<file path="config.mk">
export PLATFORM = sky130hd
export DESIGN_NAME = seed_candidates
export DESIGN_NICKNAME = d
export VERILOG_FILES = /design/src/rtl/seed_candidates.sv
export SDC_FILE = /design/constraint.sdc
export NUM_CORES = 1
export LEC_CHECK = 0
export ABC_AREA = 1
export CORE_UTILIZATION = 45
export CTS_BUF_LIST = sky130_fd_sc_hd__clkbuf_16
export DETAILED_ROUTE_END_ITERATION = 8
export DONT_BUFFER_PORTS = 1
export PLACE_DENSITY_LB_ADDON = 0.15
export SLEW_MARGIN = 25
export SYNTH_ARGS = -nofsm -noshare
export SYNTH_HDL_FRONTEND = slang
export SYNTH_SLANG_ARGS = --single-unit
</file>
<file path="constraint.sdc">
create_clock -name clock -period 4 [get_ports clock]
set_input_delay 0.8 -clock clock [delete_from_list [all_inputs] [get_ports clock]]
set_output_delay 0.8 -clock clock [all_outputs]
set_load 0.05 [all_outputs]
</file>
<file path="src/rtl/seed_candidates.sv">
// Walks every n-bit codeword in ascending order and writes the ones that pass the
// minimum-weight / single-code exclusion filters into the candidate RAM.
module seed_candidates #(
  parameter int MAX_N = 8
) (
  input  logic       clock,
  input  logic       reset_n,
  input  logic       start,
  input  logic [3:0] n_bits,
  input  logic [3:0] min_weight,
  input  logic       exclude_en,
  input  logic [7:0] exclude_code,
  input  logic [7:0] base_addr,
  output logic [7:0] addr_cand,
  output logic [7:0] data_cand,
  output logic       wren_cand,
  output logic [7:0] cand_last,
  output logic       cand_empty,
  output logic       busy,
  output logic       complete,
  output logic [2:0] dbg_state
);

  typedef enum logic [2:0] {
    ST_RST   = 3'd0,
    ST_IDLE  = 3'd1,
    ST_EVAL  = 3'd2,
    ST_WRITE = 3'd3,
    ST_DONE  = 3'd4
  } state_t;

  state_t     r_state;
  state_t     w_next_state;

  logic       r_start_1, r_start_2, r_start_3;
  logic       r_valid_1, r_valid_2;
  logic       r_armed;
  logic       r_edge;

  logic [7:0] r_mask;
  logic [8:0] r_limit;
  logic [3:0] r_min_weight;
  logic       r_excl_en;
  logic [7:0] r_excl_code;
  logic [7:0] r_base;
  logic [8:0] r_code;
  logic [8:0] r_wcount;
  logic       r_pass;

  logic [3:0] w_n_eff;
  logic [7:0] w_masked;
  logic [3:0] w_pop;
  logic       w_pass;
  logic [8:0] w_code_next;

  assign dbg_state = r_state;

  always_comb begin
    w_n_eff = n_bits;
    if (n_bits == 4'd0)
      w_n_eff = 4'd1;
    else if (n_bits > 4'(MAX_N))
      w_n_eff = 4'(MAX_N);
  end

  always_comb begin
    w_masked = r_code[7:0] & r_mask;
    w_pop    = '0;
    for (int i = 0; i < 8; i++)
      w_pop = w_pop + {3'b000, w_masked[i]};
    w_pass      = (w_pop >= r_min_weight) &&
                  !(r_excl_en && (r_code == {1'b0, r_excl_code}));
    w_code_next = r_code + 9'd1;
  end

  always_ff @(posedge clock) begin
    if (!reset_n) r_state <= ST_RST;
    else          r_state <= w_next_state;
  end

  always_comb begin
    w_next_state = r_state;
    case (r_state)
      ST_RST:   w_next_state = ST_IDLE;
      ST_IDLE:  if (r_edge) w_next_state = ST_EVAL;
      ST_EVAL:  w_next_state = ST_WRITE;
      ST_WRITE: w_next_state = (w_code_next == r_limit) ? ST_DONE : ST_EVAL;
      ST_DONE:  w_next_state = ST_IDLE;
      default:  w_next_state = ST_RST;
    endcase
  end

  // The edge detector is only armed once a genuine post-reset sample of start
  // has been seen low, so a start held across reset cannot launch a run.
  always_ff @(posedge clock) begin
    if (!reset_n) begin
      r_start_1    <= 1'b0;
      r_start_2    <= 1'b0;
      r_start_3    <= 1'b0;
      r_valid_1    <= 1'b0;
      r_valid_2    <= 1'b0;
      r_armed      <= 1'b0;
      r_edge       <= 1'b0;
      r_mask       <= '0;
      r_limit      <= '0;
      r_min_weight <= '0;
      r_excl_en    <= 1'b0;
      r_excl_code  <= '0;
      r_base       <= '0;
      r_code       <= '0;
      r_wcount     <= '0;
      r_pass       <= 1'b0;
      addr_cand    <= '0;
      data_cand    <= '0;
      wren_cand    <= 1'b0;
      cand_last    <= '0;
      cand_empty   <= 1'b0;
      busy         <= 1'b0;
      complete     <= 1'b0;
    end else begin
      r_start_1 <= start;
      r_start_2 <= r_start_1;
      r_start_3 <= r_start_2;
      r_valid_1 <= 1'b1;
      r_valid_2 <= r_valid_1;
      if (r_valid_2 && !r_start_2)
        r_armed <= 1'b1;
      r_edge    <= r_start_2 & ~r_start_3 & r_armed;
      wren_cand <= 1'b0;
      case (r_state)
        ST_IDLE: begin
          if (r_edge) begin
            r_mask       <= 8'((9'd1 << w_n_eff) - 9'd1);
            r_limit      <= 9'd1 << w_n_eff;
            r_min_weight <= min_weight;
            r_excl_en    <= exclude_en;
            r_excl_code  <= exclude_code;
            r_base       <= base_addr;
            r_code       <= '0;
            r_wcount     <= '0;
            complete     <= 1'b0;
            busy         <= 1'b1;
          end
        end
        ST_EVAL: r_pass <= w_pass;
        ST_WRITE: begin
          if (r_pass) begin
            wren_cand <= 1'b1;
            addr_cand <= r_base + r_wcount[7:0];
            data_cand <= r_code[7:0];
            r_wcount  <= r_wcount + 9'd1;
          end
          r_code <= w_code_next;
        end
        ST_DONE: begin
          cand_empty <= (r_wcount == 9'd0);
          cand_last  <= (r_wcount == 9'd0) ? 8'd0 : r_wcount[7:0] - 8'd1;
          complete   <= 1'b1;
          busy       <= 1'b0;
        end
        default: ;
      endcase
    end
  end

endmodule

</file>
# Word-level counts from Yosys, hierarchy flattened
# Index checks and enable logic that the tools add are counted.
[op_classes]
n_shift = 1
div_mod_pow = 0
magnitude_cmp = 2
mul = 0
bitwise_logic = 4
n_eq_ne = 8
n_reduce_logical = 17
add_sub_neg = 12
muxes = 16
[op_table]
columns = ["op", "n"]
rows = [
  ["case mux 9 bit (2 select lines)", 2],
  ["adder 9 x 1 -> 9 bit, second input constant", 2],
  ["two-way mux 9 bit", 2],
  ["adder 4 x 1 -> 4 bit", 4],
  ["subtractor 8 x 1 -> 8 bit, second input constant", 2],
  ["case mux 3 bit (4 select lines)", 1],
  ["AND reduction 2 bit", 5],
  ["equality test 9 x 8 -> 1 bit", 1],
  ["equality test 9 bit", 1],
  ["zero test 9 bit", 1],
  ["left shift 1 x 4 -> 9 bit, first input constant", 1],
  ["adder 8 bit", 1],
  ["AND 8 bit", 1],
  ["two-way mux 4 bit", 2],
  ["two-way mux 8 bit", 1],
  ["equality test 3 x 2 -> 1 bit, second input constant", 2],
  ["two-way mux 3 bit", 2],
  ["adder 3 x 1 -> 4 bit", 1],
  [">= comparator 4 bit", 1],
  ["greater-than comparator 4 bit, second input constant", 1],
  ["zero test 4 bit", 1],
  ["two-way mux 1 bit", 4],
  ["inequality test 2 bit, second input constant", 2],
  ["case mux 1 bit (2 select lines)", 2],
  ["12 further kinds", 17],
]
[word_totals]
mem_count = 0
mem_bits_rw = 0
out_inout_bits = 31
input_bits = 28
rom_bits = 0
latch_bits = 0
ff_bits = 95
elab_cells = 84

# Logic depth before layout (Yosys ltp)
# Gate-level depths: netlist (run 1).
[depth]
depth_word = 10
depth_mapped = 17
mapped_depth_nobuf = 16

# Worst setup path before layout (run 1)
# OpenSTA, ideal clock, no wires.
[synth_timing]
path_kind = "register -> register"
startpoint = "reg r_code[3]"
endpoint = "reg r_pass"
setup_ns = 0.127
period_less_slack_ns = 3.563
arrival_time_ns = 3.436
stages_incl_launch_ff = 18
path_buffers = 1
slack_ns = 0.437
required_ns = 3.873
cell_sequence = "dfxtp_1 -> buf_2 -> nand2_1 -> inv_1 -> fa_1 -> inv_1 -> fa_1 -> inv_1 -> fa_1 -> ha_1 -> fa_1 -> ha_1 -> inv_1 -> nor2_1 -> o211ai_1 -> nand3_1 -> o21ai_0 -> a21oi_1"
[synth_via]
elab_chain_len = 8
elab_cells_between_ends = 11
classes_between = "add/sub (5); order compare (1); eq/ne (1); bitwise (1); reduce/logical (3)"
[synth_lines]
columns = ["element", "line", "source"]
rows = [
  ["start: declaration", "46", "logic [8:0] r_code;"],
  ["start signal: assignment", "153", "r_code <= w_code_next;"],
  ["AND 8 bit", "67", "w_masked = r_code[7:0] & r_mask;"],
  ["adder 3 x 1 -> 4 bit", "70", "w_pop = w_pop + {3'b000, w_masked[i]};"],
  ["adder 4 x 1 -> 4 bit (4 in series)", "70", ""],
  [">= comparator 4 bit", "71", "w_pass = (w_pop >= r_min_weight) &&"],
  ["logical AND 1 bit (*)", "71", ""],
  ["end signal: assignment", "145", "ST_EVAL: r_pass <= w_pass;"],
  ["end: declaration", "48", "logic r_pass;"],
]
# Every way passes the cells marked *; elsewhere a longest branch is shown, timed or not.
# A chain may end at the register's enable or synchronous reset.

# Final worst setup path (run 1)
[layout_timing]
startpoint = "reg r_code[0]"
endpoint = "reg r_pass"
[layout_via]
elab_chain_len = 10
elab_cells_between_ends = 13
classes_between = "add/sub (7); order compare (1); eq/ne (1); bitwise (1); reduce/logical (3)"
[layout_lines]
columns = ["element", "line"]
rows = [
  ["AND 8 bit", "67"],
  ["adder 1 x 1 -> 2 bit", "70"],
  ["adder 2 x 1 -> 3 bit", "70"],
  ["adder 3 x 1 -> 4 bit", "70"],
  ["adder 4 x 1 -> 4 bit (4 in series)", "70"],
  [">= comparator 4 bit", "71"],
  ["logical AND 1 bit (*)", "71"],
]
# Marked as above.

==> results of run 1 <==
## synthesized netlist by cell type, types with 2 or more instances
library cell	count
sky130_fd_sc_hd__dfxtp_1	95
sky130_fd_sc_hd__nor3_1	10
sky130_fd_sc_hd__buf_1	3
sky130_fd_sc_hd__o21ai_0	54
sky130_fd_sc_hd__o21bai_1	4
sky130_fd_sc_hd__inv_1	80
sky130_fd_sc_hd__o22ai_1	4
sky130_fd_sc_hd__nand2_1	122
sky130_fd_sc_hd__xor2_1	10
sky130_fd_sc_hd__nand2_2	3
sky130_fd_sc_hd__ha_1	18
sky130_fd_sc_hd__clkbuf_1	10
sky130_fd_sc_hd__fa_1	5
sky130_fd_sc_hd__nand3_1	38
sky130_fd_sc_hd__a21oi_1	59
sky130_fd_sc_hd__nor2_1	70
sky130_fd_sc_hd__a211oi_1	2
sky130_fd_sc_hd__nand2_4	2
sky130_fd_sc_hd__nor2_4	3
sky130_fd_sc_hd__nor2_2	2
sky130_fd_sc_hd__or2_2	2
sky130_fd_sc_hd__buf_2	9
sky130_fd_sc_hd__o21ai_1	3
sky130_fd_sc_hd__nand4_1	7
sky130_fd_sc_hd__xnor2_1	5
sky130_fd_sc_hd__inv_2	8
## power by group through the flow
| stage | clock (µW) | combinational (µW) | sequential, µW |
|---|---|---|---|
| after floorplan | 0 | 66.2 | 1010 |
| after global placement | 0 | 77.7 | 1010 |
| after detailed placement | 0 | 78.0 | 1010 |
| after CTS | 784 | 78.3 | 992 |
| after global routing | 824 | 89.8 | 993 |
| final | 772 | 78.1 | 992 |
## metal layers
metal  track usage  share of wire  wire length, µm
met5             0              0                0
met4       0.07143          0.014              153
met3       0.03902          0.041              463
met2        0.3826           0.50             5587
met1        0.2713           0.44             4960
## state kept, by name, summed over array words and instances (netlist names), 8 cells and up
register / flops
addr_cand: 8
r_mask: 8
r_base: 8
r_wcount: 9
r_limit: 9
r_code: 9
data_cand: 8
cand_last: 8
r_excl_code: 8
## area by class of cell
class | count | area, µm² | share of cell area
flip-flops and latches | 95 | 1903 | 0.3819
clock inverters | 7 | 32.53 | 0.006528
clock buffers | 9 | 225.2 | 0.04519
repair buffers | 2 | 15.01 | 0.003013
well taps | 133 | 166.4 | 0.03339
multi-input cells | 434 | 2311 | 0.4637
inverters | 88 | 330.3 | 0.06628
## through the flow
| stage | hold slack [ns] | power [µW] |
|---|---|---|
| floorplan | 0.3748 | 1075 |
| detailed placement | 0.3970 | 1091 |
| CTS | 0.4101 | 1854 |
| global placement | 0.3823 | 1090 |
| finish | 0.4056 | 1842 |
| global route | 0.4215 | 1907 |
## final timing paths
check                           startpoint      to  slack, ns  cells past startpoint
worst min-delay path             r_start_3  r_edge       0.41                      1
worst max-delay path             r_code[0]  r_pass       0.25                     16
worst min register to register   r_start_3  r_edge       0.41                      1
worst max register to register   r_code[0]  r_pass       0.25                     16
## cells in the final DEF (no fill, tap or decap), types with 2 or more instances in the layout
cell type,instances
sky130_fd_sc_hd__xnor2_1,5
sky130_fd_sc_hd__o21bai_1,4
sky130_fd_sc_hd__o21ai_0,53
sky130_fd_sc_hd__nor2_4,3
sky130_fd_sc_hd__clkbuf_16,9
sky130_fd_sc_hd__a211oi_1,2
sky130_fd_sc_hd__nand4_1,7
sky130_fd_sc_hd__o21ai_1,4
sky130_fd_sc_hd__inv_2,8
sky130_fd_sc_hd__o22ai_1,4
sky130_fd_sc_hd__clkinv_2,2
sky130_fd_sc_hd__nand2_1,122
sky130_fd_sc_hd__buf_4,2
sky130_fd_sc_hd__dfxtp_1,94
sky130_fd_sc_hd__nand2_2,3
sky130_fd_sc_hd__nand2_4,2
sky130_fd_sc_hd__nor3_1,10
sky130_fd_sc_hd__clkinv_1,2
sky130_fd_sc_hd__fa_1,5
sky130_fd_sc_hd__inv_1,82
sky130_fd_sc_hd__nor2_2,2
sky130_fd_sc_hd__nand3_1,38
sky130_fd_sc_hd__nor2_1,70
sky130_fd_sc_hd__a21oi_1,59
sky130_fd_sc_hd__ha_1,17
sky130_fd_sc_hd__or2_2,2
sky130_fd_sc_hd__xor2_1,10
## critical path: stages, from the launching register on
cell	delay, ns
sky130_fd_sc_hd__dfxtp_2	0.35
sky130_fd_sc_hd__nand2_1	0.07
sky130_fd_sc_hd__inv_1	0.05
sky130_fd_sc_hd__fa_1	0.53
sky130_fd_sc_hd__inv_1	0.06
sky130_fd_sc_hd__fa_1	0.53
sky130_fd_sc_hd__inv_1	0.06
sky130_fd_sc_hd__fa_1	0.54
sky130_fd_sc_hd__ha_2	0.20
sky130_fd_sc_hd__fa_1	0.41
sky130_fd_sc_hd__ha_1	0.30
sky130_fd_sc_hd__inv_1	0.06
sky130_fd_sc_hd__nor2_1	0.04
sky130_fd_sc_hd__o211ai_1	0.15
sky130_fd_sc_hd__nand3_1	0.10
sky130_fd_sc_hd__o21ai_1	0.10
sky130_fd_sc_hd__a21oi_1	0.08
## what timing repair did
action / 4_1_cts / 5_1_grt
setup endpoints to repair: 0 / 1
endpoints found under the hold margin: 0 / 0
resized for setup: 0 / 3
## logic make-up after synthesis
| group | after synthesis |
|---|---|
| DFF | 95 |
| buffers and inverters | 111 |
| xor gates and xnor gates | 15 |
| other | 1 |
| adders and majority gates | 23 |
| and+or+nand+nor | 262 |
| AOI/OAI and AO/OA | 133 |
==> impl_results.html, run 1 <==
<table>
<tr><th>Metric</th><th>Value</th></tr>
<tr><th colspan="2">Yosys</th></tr>
<tr><td>Ys async rst share</td><td>0</td></tr>
<tr><td>Largest family of logic cells by synthesized area</td><td>simple AND/OR/NAND/NOR gates</td></tr>
<tr><td>Share of the yosys chip area belonging to registers</td><td>0.4097</td></tr>
<tr><td>Synthesis-stage register bit count</td><td>95</td></tr>
<tr><td>Syn nets</td><td>691</td></tr>
<tr><td>Largest area contributor in the synthesized netlist</td><td>sky130_fd_sc_hd__dfxtp_1</td></tr>
<tr><td>Avg Cell Area, Syn</td><td>7.253 µm²</td></tr>
<tr><td>Cell variety after synth</td><td>38</td></tr>
<tr><td>Synthesized cell area</td><td>0.004642 mm²</td></tr>
<tr><td>Cells after Synth</td><td>640</td></tr>
<tr><td>Ranking of synthesized cells by area</td><td>sky130_fd_sc_hd__dfxtp_1 41%, sky130_fd_sc_hd__nand2_1 9.9%, sky130_fd_sc_hd__inv_1 6.5%</td></tr>
<tr><td>Most used DFF post-synth</td><td>sky130_fd_sc_hd__dfxtp_1</td></tr>
<tr><td>Area fraction in compound gates after synthesis</td><td>0.1550</td></tr>
<tr><td>Basic-gate share of the synthesized area counting and, or, nand and nor cells</td><td>0.2431</td></tr>
<tr><td>Fraction of the mapped netlist area in adder cells</td><td>0.07008</td></tr>
<tr><td>Number of warning messages in the yosys log</td><td>0</td></tr>
<tr><td>Number of flops mapped to enable cells by yosys</td><td>0</td></tr>
<tr><td>Fraction of post-synthesis cell area in the top cell type by area</td><td>0.4097</td></tr>
<tr><td>Share of cell area taken by muxes after synthesis</td><td>0</td></tr>
<tr><td>Synth Area in XOR/XNOR</td><td>0.02830</td></tr>
<tr><th colspan="2">Layout</th></tr>
<tr><td>Share of cells above drive strength 1</td><td>0.05984</td></tr>
<tr><td>Fill cell total of the finished layout</td><td>962</td></tr>
<tr><td>Number of inserted diodes</td><td>0</td></tr>
<tr><td>Post-route standard cell area excluding fillers</td><td>0.004984 mm²</td></tr>
<tr><td>Nets</td><td>681</td></tr>
<tr><td>Count of non-filler cells in the finished layout</td><td>768</td></tr>
<tr><td>Layout overhead on the synthesized area</td><td>7.358%</td></tr>
<tr><td>Util after Layout</td><td>0.5052</td></tr>
<tr><th colspan="2">Flow run</th></tr>
<tr><td>Max-cap violations</td><td>0</td></tr>
<tr><th colspan="2">Critical path</th></tr>
<tr><td>WP data arrival</td><td>3.97 ns</td></tr>
<tr><td>Data required time of the worst path</td><td>4.22 ns</td></tr>
<tr><td>Crit start category</td><td>flip-flop</td></tr>
<tr><td>Type of the worst setup path</td><td>flip-flop to flip-flop</td></tr>
<tr><td>CP Max Fanout</td><td>7</td></tr>
<tr><td>Worst Setup End Kind</td><td>flip-flop</td></tr>
<tr><th colspan="2">STA</th></tr>
<tr><td>Final Worst Setup Slack</td><td>0.2461 ns</td></tr>
<tr><td>Final critical-path required period</td><td>3.754 ns</td></tr>
<tr><td>Max-slew headroom</td><td>0.5631</td></tr>
<tr><td>Max Freq</td><td>266.4 MHz</td></tr>
<tr><td>Number of pins with negative max-slew slack in the final report</td><td>0</td></tr>
<tr><td>Setup violators final</td><td>0</td></tr>
<tr><td>Share of the cycle needed by the critical path after routing</td><td>0.9385</td></tr>
<tr><td>Slew of the pin with the lowest slew margin</td><td>0.6545 ns</td></tr>
<tr><td>Setup TNS</td><td>0 ns</td></tr>
<tr><td>Hold Fails Final Rpt</td><td>0</td></tr>
<tr><td>Setup Skew</td><td>0.008995 ns</td></tr>
<tr><th colspan="2">Pwr</th></tr>
<tr><td>Internal power consumption</td><td>1395 µW</td></tr>
<tr><td>Power density of the placed cells</td><td>369.5 mW/mm²</td></tr>
<tr><td>Peak VDD IR</td><td>0.2163 mV</td></tr>
<tr><td>Sequential Power Share</td><td>0.539</td></tr>
<tr><td>Fraction of power spent switching nets</td><td>0.2423</td></tr>
<tr><td>Net switching power</td><td>446.2 µW</td></tr>
<tr><td>Clock power frac</td><td>0.419</td></tr>
<tr><td>Cell leakage power</td><td>0.002133 µW</td></tr>
<tr><td>Combinational group share of total power</td><td>0.042</td></tr>
<tr><th colspan="2">Placed design</th></tr>
<tr><td>Post-Place Worst Slack</td><td>0.1911 ns</td></tr>
<tr><td>GP Congestion</td><td>0.8818</td></tr>
<tr><td>Number of cells after detailed placement</td><td>752</td></tr>
<tr><td>Cell area after placement</td><td>0.004722 mm²</td></tr>
<tr><td>Post-DP HPWL</td><td>8241 µm</td></tr>
<tr><td>Number of port buffers</td><td>0</td></tr>
<tr><th colspan="2">CTS</th></tr>
<tr><td>Post-CTS Repair Setup Buffers</td><td>0</td></tr>
<tr><td>Clock insertion delay at the later pin of the skew report</td><td>0.35 ns</td></tr>
<tr><td>Number of hold buffers added after CTS</td><td>0</td></tr>
<tr><td>Number of H-tree branching levels</td><td>3</td></tr>
<tr><td>CTS Buf Count</td><td>9</td></tr>
<tr><td>Maximum buffer depth of the clock tree</td><td>2</td></tr>
<tr><td>Clock tree from TritonCTS</td><td>built</td></tr>
<tr><td>Clock transition at the registers of the reported paths</td><td>0.07 ns</td></tr>
<tr><td>Number of clock sinks</td><td>95</td></tr>
<tr><td>Clk root buf</td><td>sky130_fd_sc_hd__clkbuf_16</td></tr>
<tr><th colspan="2">Global route</th></tr>
<tr><td>Global-route wire length before repair</td><td>18510 µm</td></tr>
<tr><td>Remaining Overflow, GRT</td><td>0</td></tr>
<tr><td>Gr usage total</td><td>0.2188</td></tr>
<tr><td>Number of antenna violations at the first check in global routing</td><td>0</td></tr>
<tr><td>Pin count of the biggest net entering global routing</td><td>59</td></tr>
<tr><td>Number of global-route vias before repair</td><td>3735</td></tr>
<tr><th colspan="2">Detailed routing</th></tr>
<tr><td>Drt first-iter violations</td><td>192</td></tr>
<tr><td>Via density</td><td>5.163</td></tr>
<tr><td>Post-Route WL</td><td>11170 µm</td></tr>
<tr><td>DRC errors left</td><td>0</td></tr>
<tr><td>Pre-antenna DRT Iters</td><td>4</td></tr>
<tr><td>Number of vias in the routed layout</td><td>3965</td></tr>
<tr><td>DRT antenna net count</td><td>0</td></tr>
<tr><td>Avg WL per Cell</td><td>14.54 µm</td></tr>
<tr><th colspan="2">Status</th></tr>
<tr><td>Outcome</td><td>finished, final reports clean</td></tr>
<tr><th colspan="2">Floorplan</th></tr>
<tr><td>Die footprint</td><td>0.01073 mm²</td></tr>
<tr><td>Core area</td><td>0.009864 mm²</td></tr>
<tr><td>Top-level port count</td><td>59</td></tr>
<tr><td>Width of the die</td><td>103.6 µm</td></tr>
<tr><td>Initial standard-cell utilization of the core</td><td>0.4706</td></tr>
<tr><td>Die Y-Extent</td><td>103.6 µm</td></tr>
<tr><td>Number of placement rows</td><td>36</td></tr>
<tr><th colspan="2">Worst hold path</th></tr>
<tr><td>Worst hold path class</td><td>flip-flop to flip-flop</td></tr>
</table>
No activity file was read; power rests on OpenSTA's default activity.
==> run 2, diff against run 1 <==
Settings changed: BUFFER_PORTS_ARGS from default to -buffer_cell sky130_fd_sc_hd__clkbuf_2, DONT_BUFFER_PORTS 1 to default, MAX_ROUTING_LAYER from default to met4.
==> run 2 against run 1 <==
Core utilization up 3.0 points; critical path type unchanged; register-to-register slack about the same; non-clock buffer count up 59; clock power down 2%; final area up 5.9%; combinational power up 63%; clock skew down 0.0019 ns; largest power group unchanged; first-iteration DRC count down 9.4%; via count up 6.0%; critical path depth unchanged; sequential power down 2.1%; largest cell class unchanged.
==> impl_results.html, run 2 (synthesized netlist as in run 1, its figures left out) <==
<table>
<tr><th>Metric</th><th>Value</th></tr>
<tr><th colspan="2">Detailed routing</th></tr>
<tr><td>Pre-antenna DRT Iters</td><td>5 (+1)</td></tr>
<tr><td>Via density</td><td>5.081 (-1.6%)</td></tr>
<tr><td>Number of vias in the routed layout</td><td>4202 (+6.0%)</td></tr>
<tr><td>Avg WL per Cell</td><td>13.75 µm (-5.4%)</td></tr>
<tr><td>DRT antenna net count</td><td>0 (unchanged)</td></tr>
<tr><td>Drt first-iter violations</td><td>174 (-9.4%)</td></tr>
<tr><td>Post-Route WL</td><td>11370 µm (+1.9%)</td></tr>
<tr><td>DRC errors left</td><td>0 (unchanged)</td></tr>
<tr><th colspan="2">Global route</th></tr>
<tr><td>Number of antenna violations at the first check in global routing</td><td>0 (unchanged)</td></tr>
<tr><td>Global-route wire length before repair</td><td>19610 µm (+6.0%)</td></tr>
<tr><td>Gr usage total</td><td>0.2345 (+0.01574)</td></tr>
<tr><td>Met2 GRT Util</td><td>0.4051 (+0.02253)</td></tr>
<tr><td>Remaining Overflow, GRT</td><td>0 (unchanged)</td></tr>
<tr><td>Layer with the highest usage</td><td>met2</td></tr>
<tr><td>Pin count of the biggest net entering global routing</td><td>59 (unchanged)</td></tr>
<tr><td>Met1 track demand over resource</td><td>0.2724 (+0.001082)</td></tr>
<tr><td>Grt met3 use</td><td>0.04154 (+0.002517)</td></tr>
<tr><td>Number of global-route vias before repair</td><td>4212 (+13%)</td></tr>
<tr><th colspan="2">Placed design</th></tr>
<tr><td>Post-DP HPWL</td><td>8353 µm (+1.4%)</td></tr>
<tr><td>Post-Place Worst Slack</td><td>0.2411 ns (+0.05000 ns)</td></tr>
<tr><td>Number of port buffers</td><td>58 (+58)</td></tr>
<tr><td>GP Congestion</td><td>0.9080 (+3.0%)</td></tr>
<tr><th colspan="2">STA</th></tr>
<tr><td>Hold Fails Final Rpt</td><td>0 (unchanged)</td></tr>
<tr><td>Max-slew headroom</td><td>0.5945 (+0.03142)</td></tr>
<tr><td>Setup violators final</td><td>0 (unchanged)</td></tr>
<tr><td>Slew of the pin with the lowest slew margin</td><td>0.6076 ns (-0.04691 ns)</td></tr>
<tr><td>Share of the cycle needed by the critical path after routing</td><td>0.9372 (-0.001263)</td></tr>
<tr><td>Setup TNS</td><td>0 ns (unchanged)</td></tr>
<tr><td>Final Worst Setup Slack</td><td>0.2511 ns (+0.005053 ns)</td></tr>
<tr><td>Final critical-path required period</td><td>3.749 ns (-0.005053 ns)</td></tr>
<tr><td>Max Freq</td><td>266.7 MHz (+0.13%)</td></tr>
<tr><td>RSZ-0062 raised after global routing</td><td>no</td></tr>
<tr><td>Number of pins with negative max-slew slack in the final report</td><td>0 (unchanged)</td></tr>
<tr><td>Setup Skew</td><td>0.007104 ns (-0.001891 ns)</td></tr>
<tr><th colspan="2">Layout</th></tr>
<tr><td>Util after Layout</td><td>0.5349 (+0.02968)</td></tr>
<tr><td>Largest registers</td><td>r_code: 9 flops, r_limit: 9 flops, r_wcount: 9 flops</td></tr>
<tr><td>Share of cells above drive strength 1</td><td>0.1354 (+0.07560)</td></tr>
<tr><td>Number of inserted diodes</td><td>0 (unchanged)</td></tr>
<tr><td>Commonest non-fill, non-tap cells in the layout</td><td>122 x sky130_fd_sc_hd__nand2_1, 95 x sky130_fd_sc_hd__dfxtp_1, 81 x sky130_fd_sc_hd__inv_1, 70 x sky130_fd_sc_hd__nor2_1, 59 x sky130_fd_sc_hd__a21oi_1</td></tr>
<tr><td>Most common cell after layout, fill and taps aside</td><td>sky130_fd_sc_hd__nand2_1</td></tr>
<tr><td>Nets</td><td>740 (+8.7%)</td></tr>
<tr><td>Fill cell total of the finished layout</td><td>980 (+1.9%)</td></tr>
<tr><td>Layout overhead on the synthesized area</td><td>13.67%</td></tr>
<tr><th colspan="2">CTS</th></tr>
<tr><td>Maximum buffer depth of the clock tree</td><td>2 (unchanged)</td></tr>
<tr><td>Clock transition at the registers of the reported paths</td><td>0.06 ns (about the same)</td></tr>
<tr><td>CTS-repair resized insts</td><td>0 (unchanged)</td></tr>
<tr><td>Number of clock sinks</td><td>95 (unchanged)</td></tr>
<tr><td>Clock insertion delay at the later pin of the skew report</td><td>0.34 ns (about the same)</td></tr>
<tr><td>Clock tree from TritonCTS</td><td>built</td></tr>
<tr><td>Clk root buf</td><td>sky130_fd_sc_hd__clkbuf_16</td></tr>
<tr><td>Number of H-tree branching levels</td><td>3 (unchanged)</td></tr>
<tr><td>Number of hold buffers added after CTS</td><td>0 (unchanged)</td></tr>
<tr><td>CTS Buf Count</td><td>9 (unchanged)</td></tr>
<tr><td>Post-CTS Repair Setup Buffers</td><td>0 (unchanged)</td></tr>
<tr><th colspan="2">Pwr</th></tr>
<tr><td>Net switching power</td><td>449.9 µW (+0.83%)</td></tr>
<tr><td>Clock power frac</td><td>0.409 (-0.010)</td></tr>
<tr><td>Internal power consumption</td><td>1407 µW (+0.86%)</td></tr>
<tr><td>Sequential Power Share</td><td>0.523 (-0.016)</td></tr>
<tr><td>Post-route total power</td><td>1857 µW (+0.86%)</td></tr>
<tr><td>Fraction of power spent switching nets</td><td>0.2422 (about the same)</td></tr>
<tr><td>Cell leakage power</td><td>0.002389 µW (+12%)</td></tr>
<tr><td>Combinational group share of total power</td><td>0.068 (+0.026)</td></tr>
<tr><td>Peak VDD IR</td><td>0.2156 mV (-0.28%)</td></tr>
<tr><td>Power density of the placed cells</td><td>352.0 mW/mm² (-4.7%)</td></tr>
<tr><th colspan="2">Critical path</th></tr>
<tr><td>WP data arrival</td><td>3.96 ns (about the same)</td></tr>
<tr><td>Data required time of the worst path</td><td>4.21 ns (about the same)</td></tr>
<tr><td>Crit start category</td><td>flip-flop</td></tr>
<tr><td>Type of the worst setup path</td><td>flip-flop to flip-flop</td></tr>
<tr><td>CP Max Fanout</td><td>7 (unchanged)</td></tr>
<tr><td>Worst Setup End Kind</td><td>flip-flop</td></tr>
<tr><th colspan="2">Floorplan</th></tr>
<tr><td>Die Y-Extent</td><td>103.6 µm (unchanged)</td></tr>
<tr><td>Core area</td><td>0.009864 mm² (unchanged)</td></tr>
<tr><td>Number of placement rows</td><td>36 (unchanged)</td></tr>
<tr><td>Top-level port count</td><td>59 (unchanged)</td></tr>
<tr><td>Die footprint</td><td>0.01073 mm² (unchanged)</td></tr>
<tr><td>Initial standard-cell utilization of the core</td><td>0.4706 (unchanged)</td></tr>
<tr><td>Width of the die</td><td>103.6 µm (unchanged)</td></tr>
<tr><th colspan="2">Flow run</th></tr>
<tr><td>Max-cap violations</td><td>0 (unchanged)</td></tr>
<tr><th colspan="2">Worst hold path</th></tr>
<tr><td>Worst hold path class</td><td>flip-flop to flip-flop</td></tr>
<tr><th colspan="2">Status</th></tr>
<tr><td>Outcome</td><td>finished, final reports clean</td></tr>
</table>
[run 2: cell count changes in the layout (fill, tap and decap cells not counted), sizes merged]
cell    change
clkbuf     +58
buf         +1
clkinv      +1
inv         -1
[run 2: area by class of cell]
type / instances / area (µm²) / area share
Clock inverter: 7 / 31.28 / 0.005928
Multi-Input combinational cell: 434 / 2308 / 0.4375
Tap cell: 133 / 166.4 / 0.03154
Clock buffer: 9 / 225.2 / 0.04268
Sequential cell: 95 / 1902 / 0.3604
Inverter: 88 / 330.3 / 0.06260
Timing Repair Buffer: 61 / 312.8 / 0.05928
[run 2: worst paths after layout]
path / start / end / slack, ns / cells after the start
max: r_code[0] / r_pass / 0.25 / 16
min: r_start_3 / r_edge / 0.40 / 1
max reg2reg: r_code[0] / r_pass / 0.25 / 16
min reg2reg: r_start_3 / r_edge / 0.40 / 1
[run 2: worst max-delay path: stages (launching register included)]
cell and delay, ns:
sky130_fd_sc_hd__dfxtp_1 0.37, sky130_fd_sc_hd__nand2_1 0.09, sky130_fd_sc_hd__inv_1 0.06, sky130_fd_sc_hd__fa_1 0.52
sky130_fd_sc_hd__inv_1 0.06, sky130_fd_sc_hd__fa_1 0.52, sky130_fd_sc_hd__inv_1 0.05, sky130_fd_sc_hd__fa_1 0.48
sky130_fd_sc_hd__ha_1 0.24, sky130_fd_sc_hd__fa_1 0.47, sky130_fd_sc_hd__ha_1 0.31, sky130_fd_sc_hd__inv_1 0.06
sky130_fd_sc_hd__nor2_1 0.03, sky130_fd_sc_hd__o211ai_1 0.14, sky130_fd_sc_hd__nand3_1 0.08, sky130_fd_sc_hd__o21ai_0 0.08
sky130_fd_sc_hd__a21oi_1 0.08
[run 2: metrics by stage]
step                      cell area [µm²]  cells  hold slack, ns
after floorplan                      4642    640          0.3748
after global placement               5020    811          0.3821
after detailed placement             5020    811          0.3896
after CTS                            5276    827          0.3979
after global routing                 5276    827          0.4101
final                                5276    827          0.3998
[run 2: metal layers]
| layer | routed length, µm | part of all wire |
|---|---|---|
| met1 | 5040 | 0.44 |
| met2 | 5665 | 0.50 |
| met3 | 466 | 0.041 |
| met4 | 200 | 0.018 |
| met5 | 0 | 0 |
[run 2: power by group through the flow]
stage | logic (µW) | clock network (µW) | registers, µW
2_1_floorplan | 66.2 | 0 | 1010
3_3_place_gp | 125 | 0 | 991
3_5_place_dp | 126 | 0 | 992
4_1_cts | 127 | 772 | 971
5_1_grt | 140 | 814 | 972
6_report | 127 | 760 | 971
